--- src/rtl/seg_scan_pkg.sv ---
// Shared types and helpers for the multiplexed 7-segment scan controller.
package seg_scan_pkg;

  typedef enum logic [1:0] {
    IDLE  = 2'd0,
    SHOW  = 2'd1,
    BLANK = 2'd2
  } state_t;

  function automatic int idx_width(input int n);
    return (n <= 1) ? 1 : $clog2(n);
  endfunction

  function automatic int max_int(input int a, input int b);
    return (a > b) ? a : b;
  endfunction

  // First set mask bit strictly after cur, wrapping modulo n; cur itself if none.
  function automatic logic [3:0] next_enabled(input logic [15:0] mask,
                                              input logic [3:0]  cur,
                                              input int          n);
    logic [3:0] res;
    logic       found;
    int         j;
    res   = cur;
    found = 1'b0;
    for (int k = 1; k <= 16; k++) begin
      if ((k <= n) && !found) begin
        j = (int'(cur) + k) % n;
        if (mask[j]) begin
          res   = 4'(j);
          found = 1'b1;
        end
      end
    end
    return res;
  endfunction

endpackage

--- src/rtl/seg_scan_ctrl_if.sv ---
// Digit data, mask and anode/segment outputs of seg_scan_ctrl.
// lzb_on exists only when SEG_SCAN_LZB_EN is defined.
interface seg_scan_ctrl_if
  import seg_scan_pkg::*;
#(
  parameter int N_DIGITS = 4
) ();

  localparam int IDXW = idx_width(N_DIGITS);

  logic                    ce;
  logic [4*N_DIGITS-1:0]   digits;
  logic [N_DIGITS-1:0]     dp_in;
  logic [N_DIGITS-1:0]     digit_en;
`ifdef SEG_SCAN_LZB_EN
  logic                    lzb_on;
`endif
  logic [N_DIGITS-1:0]     an;
  logic [3:0]              hex;
  logic                    dp;
  logic [IDXW-1:0]         idx;
  logic                    frame_start;

  modport master (
    output ce, digits, dp_in, digit_en,
`ifdef SEG_SCAN_LZB_EN
    output lzb_on,
`endif
    input  an, hex, dp, idx, frame_start
  );

  modport slave (
    input  ce, digits, dp_in, digit_en,
`ifdef SEG_SCAN_LZB_EN
    input  lzb_on,
`endif
    output an, hex, dp, idx, frame_start
  );

endinterface

--- src/rtl/seg_scan_pick.sv ---
// Masked round-robin next-index finder: first enabled digit after i_cur, wrapping.
module seg_scan_pick
  import seg_scan_pkg::*;
#(
  parameter int N_DIGITS = 4,
  parameter int IDXW     = idx_width(N_DIGITS)
) (
  input  logic [N_DIGITS-1:0] i_mask,
  input  logic [IDXW-1:0]     i_cur,
  output logic [IDXW-1:0]     o_next
);

  assign o_next = IDXW'(next_enabled(16'(i_mask), 4'(i_cur), N_DIGITS));

endmodule

--- src/rtl/seg_scan_ctrl.sv ---
// Multiplexed 7-segment scan controller with hold time, blanking and digit mask.
// Optional leading-zero blanking when SEG_SCAN_LZB_EN is defined.
module seg_scan_ctrl
  import seg_scan_pkg::*;
#(
  parameter int N_DIGITS   = 4,
  parameter int HOLD_TICKS = 1,
  parameter int DEAD_TICKS = 0
) (
  input logic            clk,
  input logic            rst_n,
  seg_scan_ctrl_if.slave bus
);

  localparam int IDXW = idx_width(N_DIGITS);
  localparam int CNTW = idx_width(max_int(HOLD_TICKS, DEAD_TICKS));
  localparam logic [CNTW-1:0] HOLD_LAST = CNTW'(HOLD_TICKS - 1);
  localparam logic [CNTW-1:0] DEAD_LAST = CNTW'((DEAD_TICKS > 0) ? DEAD_TICKS - 1 : 0);
  localparam logic [IDXW-1:0] TOP_IDX   = IDXW'(N_DIGITS - 1);

  state_t                r_state, w_state_nxt;
  logic [CNTW-1:0]       r_cnt, w_cnt_nxt;
  logic                  r_boot;
  logic [IDXW-1:0]       r_idx;
  logic [N_DIGITS-1:0]   r_an;
  logic [3:0]            r_hex;
  logic                  r_dp;
  logic                  r_fs;

  logic [N_DIGITS-1:0]   w_supp, w_eff, w_mask, w_an_nxt;
  logic [IDXW-1:0]       w_next_idx, w_low_idx, w_enter_idx, w_show_idx;
  logic                  w_enter, w_fs_nxt, w_sel_dp;
  logic [3:0]            w_sel_hex;

`ifdef SEG_SCAN_LZB_EN
  logic                  w_zero_above;

  // A digit is suppressible only while it and every digit above it would show nothing.
  always_comb begin
    w_supp       = {N_DIGITS{1'b0}};
    w_zero_above = 1'b1;
    for (int i = N_DIGITS - 1; i >= 1; i--) begin
      w_zero_above = w_zero_above & (bus.digits[4*i +: 4] == 4'd0) & ~bus.dp_in[i];
      w_supp[i]    = bus.lzb_on & w_zero_above;
    end
  end
`else
  assign w_supp = {N_DIGITS{1'b0}};
`endif

  // Fall back to the raw mask if suppression would leave nothing to light.
  assign w_eff  = bus.digit_en & ~w_supp;
  assign w_mask = (|w_eff) ? w_eff : bus.digit_en;

  seg_scan_pick #(.N_DIGITS(N_DIGITS), .IDXW(IDXW)) u_pick_next (
    .i_mask (w_mask),
    .i_cur  (r_idx),
    .o_next (w_next_idx)
  );

  seg_scan_pick #(.N_DIGITS(N_DIGITS), .IDXW(IDXW)) u_pick_low (
    .i_mask (w_mask),
    .i_cur  (TOP_IDX),
    .o_next (w_low_idx)
  );

  // Next-state logic; a zero mask forces IDLE regardless of ce.
  always_comb begin
    w_state_nxt = r_state;
    w_cnt_nxt   = r_cnt;
    w_enter     = 1'b0;
    w_enter_idx = r_idx;
    if (bus.digit_en == {N_DIGITS{1'b0}}) begin
      w_state_nxt = IDLE;
      w_cnt_nxt   = {CNTW{1'b0}};
    end else if (bus.ce) begin
      case (r_state)
        IDLE: begin
          w_enter     = 1'b1;
          w_enter_idx = w_low_idx;
        end
        BLANK: begin
          if (r_boot) begin
            w_enter     = 1'b1;
            w_enter_idx = w_low_idx;
          end else if (r_cnt == DEAD_LAST) begin
            w_enter     = 1'b1;
            w_enter_idx = w_next_idx;
          end else begin
            w_cnt_nxt = r_cnt + CNTW'(1);
          end
        end
        SHOW: begin
          if (r_cnt != HOLD_LAST) begin
            w_cnt_nxt = r_cnt + CNTW'(1);
          end else if (DEAD_TICKS > 0) begin
            w_state_nxt = BLANK;
            w_cnt_nxt   = {CNTW{1'b0}};
          end else begin
            w_enter     = 1'b1;
            w_enter_idx = w_next_idx;
          end
        end
        default: begin
          w_state_nxt = BLANK;
          w_cnt_nxt   = {CNTW{1'b0}};
        end
      endcase
    end else begin
      w_state_nxt = r_state;
    end
    if (w_enter) begin
      w_state_nxt = SHOW;
      w_cnt_nxt   = {CNTW{1'b0}};
    end else begin
      w_cnt_nxt   = w_cnt_nxt;
    end
  end

  // Output data selection for the digit being entered and the next anode pattern.
  always_comb begin
    w_show_idx = w_enter ? w_enter_idx : r_idx;
    w_sel_hex  = 4'd0;
    w_sel_dp   = 1'b0;
    w_an_nxt   = {N_DIGITS{1'b1}};
    for (int i = 0; i < N_DIGITS; i++) begin
      w_sel_hex   = w_sel_hex | (bus.digits[4*i +: 4] & {4{w_enter_idx == IDXW'(i)}});
      w_sel_dp    = w_sel_dp | (bus.dp_in[i] & (w_enter_idx == IDXW'(i)));
      w_an_nxt[i] = ~((w_state_nxt == SHOW) && (w_show_idx == IDXW'(i)));
    end
    w_fs_nxt = w_enter & (w_enter_idx == w_low_idx);
  end

  // State, counter and registered outputs; hex/dp only load when a digit is entered.
  always_ff @(posedge clk or negedge rst_n) begin
    if (!rst_n) begin
      r_state <= BLANK;
      r_cnt   <= {CNTW{1'b0}};
      r_boot  <= 1'b1;
      r_idx   <= {IDXW{1'b0}};
      r_an    <= {N_DIGITS{1'b1}};
      r_hex   <= 4'd0;
      r_dp    <= 1'b0;
      r_fs    <= 1'b0;
    end else begin
      r_state <= w_state_nxt;
      r_cnt   <= w_cnt_nxt;
      r_an    <= w_an_nxt;
      r_fs    <= w_fs_nxt;
      if (w_enter) begin
        r_idx  <= w_enter_idx;
        r_hex  <= w_sel_hex;
        r_dp   <= w_sel_dp;
        r_boot <= 1'b0;
      end
    end
  end

  assign bus.an          = r_an;
  assign bus.hex         = r_hex;
  assign bus.dp          = r_dp;
  assign bus.idx         = r_idx;
  assign bus.frame_start = r_fs;

endmodule

--- src/flat_wrapper.sv ---
// flat-port wrapper written by rule: the top's interface ports become plain ports
module seg_scan_ctrl_flat import seg_scan_pkg::*;
#(
  parameter int N_DIGITS   = 4,
  parameter int HOLD_TICKS = 1,
  parameter int DEAD_TICKS = 0
)
  (clk, rst_n, bus_ce, bus_digits, bus_dp_in, bus_digit_en, bus_an, bus_hex, bus_dp, bus_idx, bus_frame_start);
  seg_scan_ctrl_if #(.N_DIGITS(N_DIGITS)) bus_i ();
  input logic clk;
  input logic rst_n;
  input wire logic [$bits(bus_i.ce)-1:0] bus_ce;
  input wire logic [$bits(bus_i.digits)-1:0] bus_digits;
  input wire logic [$bits(bus_i.dp_in)-1:0] bus_dp_in;
  input wire logic [$bits(bus_i.digit_en)-1:0] bus_digit_en;
  output wire logic [$bits(bus_i.an)-1:0] bus_an;
  output wire logic [$bits(bus_i.hex)-1:0] bus_hex;
  output wire logic [$bits(bus_i.dp)-1:0] bus_dp;
  output wire logic [$bits(bus_i.idx)-1:0] bus_idx;
  output wire logic [$bits(bus_i.frame_start)-1:0] bus_frame_start;
  assign bus_i.ce = bus_ce;
  assign bus_i.digits = bus_digits;
  assign bus_i.dp_in = bus_dp_in;
  assign bus_i.digit_en = bus_digit_en;
  assign bus_an = bus_i.an;
  assign bus_hex = bus_i.hex;
  assign bus_dp = bus_i.dp;
  assign bus_idx = bus_i.idx;
  assign bus_frame_start = bus_i.frame_start;
  seg_scan_ctrl #(.N_DIGITS(N_DIGITS), .HOLD_TICKS(HOLD_TICKS), .DEAD_TICKS(DEAD_TICKS)) u_core (.clk(clk), .rst_n(rst_n), .bus(bus_i));
endmodule
--- config.mk ---
export PLATFORM = sky130hd
export DESIGN_NAME = seg_scan_ctrl_flat
export DESIGN_NICKNAME = d
export VERILOG_FILES = /design/src/rtl/seg_scan_pkg.sv /design/src/rtl/seg_scan_ctrl_if.sv /design/src/rtl/seg_scan_pick.sv /design/src/rtl/seg_scan_ctrl.sv /design/src/flat_wrapper.sv
export SDC_FILE = /design/constraint.sdc
export NUM_CORES = 1
export LEC_CHECK = 0
export ABC_AREA = 1
export BUFFER_PORTS_ARGS = -buffer_cell sky130_fd_sc_hd__buf_2
export CORE_ASPECT_RATIO = 0.8
export CORE_MARGIN = 3
export CORE_UTILIZATION = 45
export CTS_BUF_LIST = sky130_fd_sc_hd__clkbuf_8
export CTS_CLUSTER_SIZE = 14
export DETAILED_ROUTE_END_ITERATION = 8
export MAX_ROUTING_LAYER = met4
export PLACE_DENSITY = 0.71
export SYNTH_ARGS = -nofsm -noshare
export SYNTH_HDL_FRONTEND = slang
export SYNTH_SLANG_ARGS = --single-unit
--- constraint.sdc ---
create_clock -name clk -period 5.2 [get_ports clk]
set_input_delay 1.04 -clock clk [delete_from_list [all_inputs] [get_ports clk]]
set_output_delay 1.04 -clock clk [all_outputs]
set_load 0.03 [all_outputs]
==> flow_metrics.env, run 1 <==
export IMPL_clk_latency_ps=250
export IMPL_hold_start="u_core.bus.hex[2]"
export IMPL_crit_start="bus_digit_en[1]"
export IMPL_rows=15
export IMPL_yosys_warnings=0
export IMPL_via_per_inst=5.14
export IMPL_p_leak_nw=0.694
export IMPL_numCtsBuffers=3
export IMPL_r2r_end="u_core.bus.hex[2]"
export IMPL_dp_hpwl_um=2170
export IMPL_die_w_um=61.3
export IMPL_synth_commonest_cells="nand2_1, nand3_1, nor2_1"
export IMPL_post_cts_buffers=0
export IMPL_cts_root_buf="clkbuf_8"
export IMPL_ios=39
export IMPL_min_path_cells=2
export IMPL_grt_usage=0.197
export IMPL_powerDensity_nw_per_um2=559
export IMPL_areaGrowthSynthToFinish_pct=20.9
export IMPL_holdPathEnd="u_core.bus.hex[2]"
export IMPL_setup_viol=0
export IMPL_fin_crit_sh=0.507
export IMPL_critical_path_max_fanout=14
export IMPL_ys_seq_area_frac=0.348
export IMPL_status="completed"
export IMPL_slew_headroom=0.640
export IMPL_cts_max_path_buffers=2
export IMPL_synth_most_common_cell="nand2_1"
export IMPL_holdBufCountCts=0
export IMPL_final_layout_size_suffix_gt1_frac=0.357
export IMPL_r2r_slack_ps=2950
export IMPL_tightest_slew_ps=536
export IMPL_rsz0062_at_grt="no"
export IMPL_drt_wl_total_um=2660
export IMPL_async_flop_share=1.00
export IMPL_yosys_area_top_type="dfrtp_1"
export IMPL_gp_congestion=0.791
export IMPL_clock_skew_ps=2.05
export IMPL_fin_setup_tns_ps=0
export IMPL_crit_type="input pin to flop"
export IMPL_cts_sinks=15
export IMPL_port_buffers=38
export IMPL_max_cap_violations=0
export IMPL_hold_viol=0
export IMPL_r2r_cells=17
export IMPL_final_cell_area_um2=1330
export IMPL_crit_required_ps=5340
export IMPL_diodes=0
export IMPL_timing_rr_start="u_core.bus.idx[0]"
export IMPL_ir_drop_mv=0.256
export IMPL_htreeDepth=1
export IMPL_worstSetupStartpointType="input pin"
export IMPL_antenna_found_initial=0
export IMPL_grt_pass1_wl_um=4570
export IMPL_max_freq_mhz=379
export IMPL_cts_tree="done"
export IMPL_syn_avg_cell_area_um2=6.97
export IMPL_fp_dieH_um=50.2
export IMPL_synth_cells=158
export IMPL_worst_ep_arrival_time_ps=2770
export IMPL_dr_pass1_iters=4
export IMPL_final_nets=224
export IMPL_grt_overflow=0
export IMPL_syn_nets=185
export IMPL_core_area_um2=2230
export IMPL_synth_top_area_share=0.205
export IMPL_clk_pin_slew_ps=60
export IMPL_vias=1136
export IMPL_synth_edf_count=0
export IMPL_ys_ff_latch=15
export IMPL_hp_class="flop to flop"
export IMPL_die_area_um2=3080
export IMPL_avgRoutedWirePerCell_um=12.0
export IMPL_cp_end_kind="flop"
export IMPL_cts_repair_resized=0
export IMPL_placed_area_um2=1280
export IMPL_drc=0
export IMPL_initial_core_util=0.493
export IMPL_grt_max_degree=16
export IMPL_synth_main_ff_cell="dfrtp_1"
export IMPL_syn_area_um2=1100
export IMPL_grt_pass1_vias=1089
export IMPL_ant_nets=0
export IMPL_fillerInstances=226
export IMPL_maxSlewViolCount=0
export IMPL_dr_first_iter_drc_count=39
export IMPL_min_period_ps=2640
export IMPL_synthTopCellsByArea="dfrtp_1, nand2_1, dfstp_2"
export IMPL_ys_types=25
-- flip-flops by register name (all words and copies together), names as in the netlist --
signal	cells
u_core.bus.an	4
u_core.bus.dp	1
u_core.bus.frame_start	1
u_core.bus.hex	4
u_core.bus.idx	2
u_core.r_boot	1
u_core.r_state	2
-- cells by family after synthesis --
| family | after synthesis | synth area share |
|---|---|---|
| xor gates and xnor gates | 1 | 0.00796 |
| and+or+nand+nor | 115 | 0.489 |
| DFF | 15 | 0.348 |
| AOI/OAI and AO/OA | 10 | 0.0750 |
| buffers and inverters | 17 | 0.0807 |
-- cells in the final DEF (no fill, tap or decap), drive strengths merged --
master	synthesis	layout
nand3	28	28
a211oi	1	1
inv	13	13
buf	3	38
a21oi	5	5
clkinv	0	1
nor3	3	3
a21o	2	2
o31ai	1	1
nand2	54	54
nand4	5	5
dfstp	6	6
xnor2	1	1
or2	1	1
dfrtp	9	9
nor2	24	24
clkbuf	1	3
o21ai	1	1
-- layer usage --
metal / up-vias / track usage / wire length (um)
li1: 593 / - / -
met1: 506 / 0.255 / 1290
met2: 35 / 0.317 / 1230
met3: 2 / 0.0463 / 129
met4: 0 / 0.0325 / 21
met5: - / - / 0
-- per-stage QoR --
stage                     setup slack, ps  hold WS [ps]  instances   util  power [mW]
final                                2560           505        221  0.596       0.744
after global routing                 2350           536        221  0.596       0.816
after CTS                            2570           505        221  0.596       0.750
after detailed placement             2320           495        217  0.575       0.654
after global placement               2430           491        217  0.575       0.639
after floorplan                      2790           473        158      -       0.570
-- critical path, stage by stage --
cell,delay (ps)
buf_2,110
nor2_1,130
inv_1,100
nor3_2,180
inv_1,100
nand3_2,130
inv_2,140
nor2_2,170
inv_1,150
nand2_4,160
nor2_1,70
nand2_1,80
nand2_1,40
nor2_1,110
nor2_1,40
-- cell type report --
cell class                      count  area, um^2  share of cell area
Multi-Input combinational cell    126         629               0.473
Clock buffer                        3        41.3              0.0310
Inverter                           13        51.3              0.0385
Timing Repair Buffer               38         190               0.143
Clock inverter                      1        5.00             0.00376
Sequential cell                    15         383               0.288
Tap cell                           25        31.3              0.0235
-- worst max-delay path by stage --
stage | slack (ps) | to
global route | 2350 | u_core.bus.hex[2]
detailed placement | 2320 | u_core.bus.hex[1]
floorplan | 2790 | u_core.bus.hex[1]
CTS | 2570 | u_core.bus.hex[1]
global placement | 2430 | u_core.bus.hex[2]
finish | 2560 | u_core.bus.hex[2]
-- power breakdown --
part,leakage [nW],internal [mW],switching [mW]
logic,0.502,0.144,0.316
registers,0.167,0.161,0.0313
clock network,0.0255,0.0530,0.0394
total,0.694,0.358,0.387
Note: power is estimated with default switching activity, not from simulation.
==> run 2, diff against run 1 <==
--- a/config.mk
+++ b/config.mk
@@ -14,7 +14,7 @@
 export CTS_CLUSTER_SIZE = 14
 export DETAILED_ROUTE_END_ITERATION = 8
 export MAX_ROUTING_LAYER = met4
-export PLACE_DENSITY = 0.71
+export PLACE_DENSITY = 0.74
 export SYNTH_ARGS = -nofsm -noshare
 export SYNTH_HDL_FRONTEND = slang
 export SYNTH_SLANG_ARGS = --single-unit
==> constraint.sdc (replaced) <==
create_clock -name clk -period 2.25 [get_ports clk]
set_input_delay 0.45 -clock clk [delete_from_list [all_inputs] [get_ports clk]]
set_output_delay 0.45 -clock clk [all_outputs]
set_load 0.03 [all_outputs]
==> run 2 against run 1 <==
Non-clock buffer count grew 6. Count of clock-buffer cells in the layout is the same. Critical path type is now flop to flop. Cell area grew 4.6%. Highest routed layer unchanged.
==> flow_metrics.env, run 2 (synthesized netlist as in run 1, its figures left out) <==
export IMPL_max_freq_mhz=483
export IMPL_antenna_found_initial=0
export IMPL_switching_share=0.510
export IMPL_fp_dieH_um=50.2
export IMPL_areaGrowthSynthToFinish_pct=26.5
export IMPL_initial_core_util=0.493
export IMPL_max_cap_violations=0
export IMPL_final_instance_count_excl_fill=227
export IMPL_clk_pin_slew_ps=60
export IMPL_crit_type="flop to flop"
export IMPL_maxSlewViolCount=0
export IMPL_crit_required_ps=2390
export IMPL_crit_slowest_cell="dfrtp_2"
export IMPL_slew_headroom=0.638
export IMPL_hold_viol=0
export IMPL_crit_cells=17
export IMPL_status="completed"
export IMPL_grt_pass1_wl_um=4620
export IMPL_cpMostUsedCell="nand2_1"
export IMPL_r2r_slack_ps=180
export IMPL_placed_area_um2=1310
export IMPL_crit_chain="buf_4 > nand2_1 > nand2_1 > nand2_1 > nand2_2 > a21oi_1 > nand2_1 > nand3_1 > nand2_1 > inv_2 > nand2_4 > nand2_4 > nor2_1 > nand2_1 > nand2_1 > nor2_1 > nor2_1"
export IMPL_dr_first_iter_drc_count=54
export IMPL_die_area_um2=3080
export IMPL_ir_drop_mv=0.596
export IMPL_fillerInstances=197
export IMPL_cts_sinks=15
export IMPL_die_w_um=61.3
export IMPL_min_period_ps=2070
export IMPL_core_area_um2=2230
export IMPL_ios=39
export IMPL_hp_class="input pin to asynchronous set/reset pin"
export IMPL_diodes=0
export IMPL_cts_root_buf="clkbuf_8"
export IMPL_p_clk_frac=0.117
export IMPL_p_switching_mw=0.937
export IMPL_ant_nets=0
export IMPL_worstSetupStartpointType="flop"
export IMPL_tightest_slew_ps=539
export IMPL_dp_cells=219
export IMPL_cts_max_path_buffers=2
export IMPL_via_per_inst=5.33
export IMPL_drc=0
export IMPL_avgRoutedWirePerCell_um=12.8
export IMPL_dp_hpwl_um=2280
export IMPL_holdBufCountCts=0
export IMPL_most_common_layout_cells="nand2_1, buf_2, nand3_1"
export IMPL_power_mw=1.84
export IMPL_worst_ep_arrival_time_ps=2210
export IMPL_grt_max_degree=16
export IMPL_numCtsBuffers=3
export IMPL_multi_input_area_um2=632
export IMPL_fin_setup_tns_ps=0
export IMPL_p_seq_frac=0.236
export IMPL_clk_latency_ps=240
export IMPL_crit_family="simple AND/OR/NAND/NOR gates"
export IMPL_grt_pass1_vias=1068
export IMPL_setup_viol=0
export IMPL_cp_end_kind="flop"
export IMPL_final_common_cell="nand2_1"
export IMPL_port_buffers=38
export IMPL_r2r_cells=17
export IMPL_critical_path_max_fanout=12
export IMPL_gp_congestion=0.819
export IMPL_max_stage_delay_ps=450
export IMPL_fin_crit_sh=0.920
export IMPL_final_cell_area_um2=1390
export IMPL_final_layout_size_suffix_gt1_frac=0.386
export IMPL_combPwrFrac=0.647
export IMPL_cts_tree="done"
export IMPL_path_buf_inv=2
export IMPL_p_int_mw=0.902
export IMPL_grt_usage=0.199
export IMPL_rows=15
export IMPL_p_leak_nw=0.725
export IMPL_vias=1209
export IMPL_final_nets=230
export IMPL_grt_overflow=0
export IMPL_powerDensity_nw_per_um2=1320
export IMPL_fin_util=0.624
export IMPL_seq_area_um2=384
export IMPL_clock_skew_ps=0.617
export IMPL_dr_pass1_iters=4
export IMPL_htreeDepth=1
export IMPL_drt_wl_total_um=2900
==> run 2: changes by cell type in the layout (fill, tap and decap cells not counted), sizes merged <==
| cell | before | now |
|---|---|---|
| buf | 38 | 44 |
==> run 2: routing by layer <==
metal | vias up | global-route usage | share of wire
li1 | 604 | - | -
met1 | 561 | 0.273 | 0.43
met2 | 42 | 0.308 | 0.50
met3 | 2 | 0.0463 | 0.067
met4 | 0 | 0.0217 | 0.0034
met5 | - | - | 0
==> run 2: metrics by stage <==
| stage | setup WS [ps] | hold slack (ps) |
|---|---|---|
| 2_1_floorplan | 206 | 154 |
| 3_3_place_gp | 134 | 358 |
| 3_5_place_dp | 57.4 | 373 |
| 4_1_cts | 152 | 106 |
| 5_1_grt | -6.00 | 118 |
| 6_report | 179 | 94.0 |
==> run 2: final timing paths <==
kind / start / endpoint
min: rst_n / u_core.r_state[0]
max: u_core.bus.idx[0] / u_core.bus.hex[2]
max in group asynchronous: rst_n / u_core.r_boot
min in group clk: u_core.bus.hex[3] / u_core.bus.hex[3]
max reg2reg: u_core.bus.idx[0] / u_core.bus.hex[2]
min reg2reg: u_core.bus.hex[3] / u_core.bus.hex[3]
==> run 2: worst register-to-register path, cell delays in order (launching register included) <==
cell and delay [ps]:
dfrtp_2 450, buf_4 150, nand2_1 50, nand2_1 90
nand2_1 90, nand2_2 80, a21oi_1 160, nand2_1 110
nand3_1 100, nand2_1 60, inv_2 100, nand2_4 80
nand2_4 130, nor2_1 70, nand2_1 60, nand2_1 40
nor2_1 100, nor2_1 50
==> run 2: power by group through the flow <==
stage / logic (mW) / registers (mW) / clock network (mW)
floorplan: 0.717 / 0.601 / 0
global placement: 1.07 / 0.440 / 0
detailed placement: 1.10 / 0.446 / 0
CTS: 1.11 / 0.442 / 0.221
global route: 1.31 / 0.445 / 0.228
finish: 1.19 / 0.434 / 0.215
==> run 2: layout make-up <==
class / count / share of cell area
Inverter: 13 / 0.0368
Clock buffer: 3 / 0.0296
Multi-Input combinational cell: 126 / 0.454
Clock inverter: 1 / 0.00359
Sequential cell: 15 / 0.276
Tap cell: 25 / 0.0225
Timing Repair Buffer: 44 / 0.178
==> run 2: what timing repair did <==
action / CTS / global route
setup endpoints to repair: 0 / 5
buffers inserted: 0 / 4
resized for setup: 0 / 4
==> run 3, diff against run 2 <==
--- a/config.mk
+++ b/config.mk
@@ -7,14 +7,17 @@
 export LEC_CHECK = 0
 export ABC_AREA = 1
 export BUFFER_PORTS_ARGS = -buffer_cell sky130_fd_sc_hd__buf_2
+export CELL_PAD_IN_SITES_DETAIL_PLACEMENT = 1
+export CELL_PAD_IN_SITES_GLOBAL_PLACEMENT = 2
 export CORE_ASPECT_RATIO = 0.8
 export CORE_MARGIN = 3
-export CORE_UTILIZATION = 45
+export CORE_UTILIZATION = 24
 export CTS_BUF_LIST = sky130_fd_sc_hd__clkbuf_8
+export CTS_CLUSTER_DIAMETER = 150
 export CTS_CLUSTER_SIZE = 14
 export DETAILED_ROUTE_END_ITERATION = 8
 export MAX_ROUTING_LAYER = met4
-export PLACE_DENSITY = 0.74
+export PLACE_DENSITY = 0.75
 export SYNTH_ARGS = -nofsm -noshare
 export SYNTH_HDL_FRONTEND = slang
 export SYNTH_SLANG_ARGS = --single-unit
==> run 3 against run 2 <==
Clock skew is essentially flat. Clock power shrank 2%. Power grew 16%. Critical endpoint is now u_core.bus.frame_start.
==> flow_metrics.env, run 3 (synthesized netlist as in run 1, its figures left out) <==
export IMPL_ios=39
export IMPL_vias=1241
export IMPL_cts_tree="done"
export IMPL_grt_max_degree=16
export IMPL_slew_headroom=0.667
export IMPL_max_stage_delay_ps=480
export IMPL_clk_latency_ps=240
export IMPL_fillerInstances=562
export IMPL_p_leak_nw=0.798
export IMPL_grt_pass1_vias=1256
export IMPL_rows=21
export IMPL_r2r_slack_ps=50
export IMPL_cts_max_path_buffers=2
export IMPL_ir_drop_mv=0.347
export IMPL_avgRoutedWirePerCell_um=14.5
export IMPL_antenna_found_initial=0
export IMPL_core_area_um2=4310
export IMPL_die_area_um2=5440
export IMPL_max_cap_violations=0
export IMPL_most_common_layout_cells="buf_2, nand2_1, nor2_1"
export IMPL_timing_rr_start="u_core.bus.idx[0]"
export IMPL_ant_nets=0
export IMPL_crit_chain="buf_6 > nand2_2 > nand2_2 > nand2_2 > nand2_4 > a21oi_2 > nand2_1 > nand3_1 > nand2_1 > inv_2 > nand2_4 > buf_4 > xnor2_1 > a211oi_1"
export IMPL_crit_required_ps=2370
export IMPL_critical_path_max_fanout=8
export IMPL_worstSetupStartpointType="flop"
export IMPL_tightest_slew_ps=496
export IMPL_diodes=0
export IMPL_power_mw=2.13
export IMPL_setup_viol=0
export IMPL_r2r_end="u_core.bus.frame_start"
export IMPL_numCtsBuffers=3
export IMPL_initial_core_util=0.256
export IMPL_fin_crit_sh=0.976
export IMPL_path_buf_inv=3
export IMPL_powerDensity_nw_per_um2=1330
export IMPL_final_layout_size_suffix_gt1_frac=0.495
export IMPL_cp_end_kind="flop"
export IMPL_fin_util=0.371
export IMPL_final_nets=238
export IMPL_dr_pass1_iters=4
export IMPL_final_common_cell="buf_2"
export IMPL_htreeDepth=1
export IMPL_placed_area_um2=1350
export IMPL_whs_ps=102
export IMPL_hp_class="input pin to asynchronous set/reset pin"
export IMPL_gp_congestion=0.869
export IMPL_dr_first_iter_drc_count=40
export IMPL_status="completed"
export IMPL_worst_ep_arrival_time_ps=2320
export IMPL_crit_slowest_cell="dfrtp_2"
export IMPL_port_buffers=38
export IMPL_grt_pass1_wl_um=5820
export IMPL_r2r_cells=14
export IMPL_dp_slack_ps=-60.2
export IMPL_setup_ws_ps=53.3
export IMPL_hold_viol=0
export IMPL_crit_type="flop to flop"
export IMPL_via_per_inst=4.65
export IMPL_final_cell_area_um2=1600
export IMPL_min_period_ps=2200
export IMPL_drc=0
export IMPL_cpMostUsedCell="nand2_2"
export IMPL_areaGrowthSynthToFinish_pct=45.1
export IMPL_dp_hpwl_um=2910
export IMPL_grt_overflow=0
export IMPL_clk_pin_slew_ps=60
export IMPL_maxSlewViolCount=0
export IMPL_cts_sinks=15
export IMPL_crit_family="simple AND/OR/NAND/NOR gates"
export IMPL_drt_wl_total_um=3860
export IMPL_holdBufCountCts=0
export IMPL_die_w_um=81.7
export IMPL_grt_usage=0.141
export IMPL_cts_root_buf="clkbuf_8"
export IMPL_clock_skew_ps=0.411
export IMPL_max_freq_mhz=455
export IMPL_fp_dieH_um=66.6
[run 3: cell count changes in the layout (fill, tap and decap cells not counted), sizes merged]
cell    delta
clkinv     -1
buf        +7
inv        +1
nand2      +1
[run 3: area by class of cell]
type / instances / area [um^2] / share of cell area
Clock buffer: 3 / 41.3 / 0.0258
Clock inverter: 1 / 3.75 / 0.00235
Tap cell: 57 / 71.3 / 0.0446
Sequential cell: 15 / 385 / 0.241
Inverter: 13 / 51.3 / 0.0321
Multi-Input combinational cell: 127 / 733 / 0.459
Timing Repair Buffer: 51 / 312 / 0.195
[run 3: routing by layer]
| layer | routed length (um) | GRT usage | part of all wire |
|---|---|---|---|
| met1 | 1760 | 0.179 | 0.46 |
| met4 | 0 | 0.0124 | 0 |
| met5 | 0 | - | 0 |
| met3 | 158 | 0.0419 | 0.041 |
| met2 | 1950 | 0.232 | 0.50 |
[run 3: worst max path at each step]
stage,start,end,cells past startpoint
2_1_floorplan,u_core.bus.idx[0],u_core.bus.dp,18
3_3_place_gp,u_core.bus.idx[0],u_core.bus.hex[2],17
3_5_place_dp,bus_digit_en[1],u_core.bus.hex[2],15
4_1_cts,u_core.bus.idx[0],u_core.bus.hex[2],16
5_1_grt,u_core.bus.idx[0],u_core.bus.frame_start,14
6_report,u_core.bus.idx[0],u_core.bus.frame_start,14
[run 3: where the power goes]
group / internal (mW) / leakage (nW) / total (mW) / switching, mW
registers: 0.376 / 0.165 / 0.452 / 0.0767
logic: 0.541 / 0.606 / 1.47 / 0.927
clock network: 0.121 / 0.0269 / 0.210 / 0.0897
total: 1.04 / 0.798 / 2.13 / 1.09
[run 3: what timing repair did]
action,in CTS,in global routing
setup endpoints to repair,3,5
resized for setup,1,27
setup buffers,0,10
pin swaps,0,13
cloned,0,1
[run 3: through the flow]
stage               setup TNS (ps)  instances
finish                           0        267
global route                  -177        267
CTS                              0        256
detailed placement            -114        252
global placement                 0        252
floorplan                        0        158
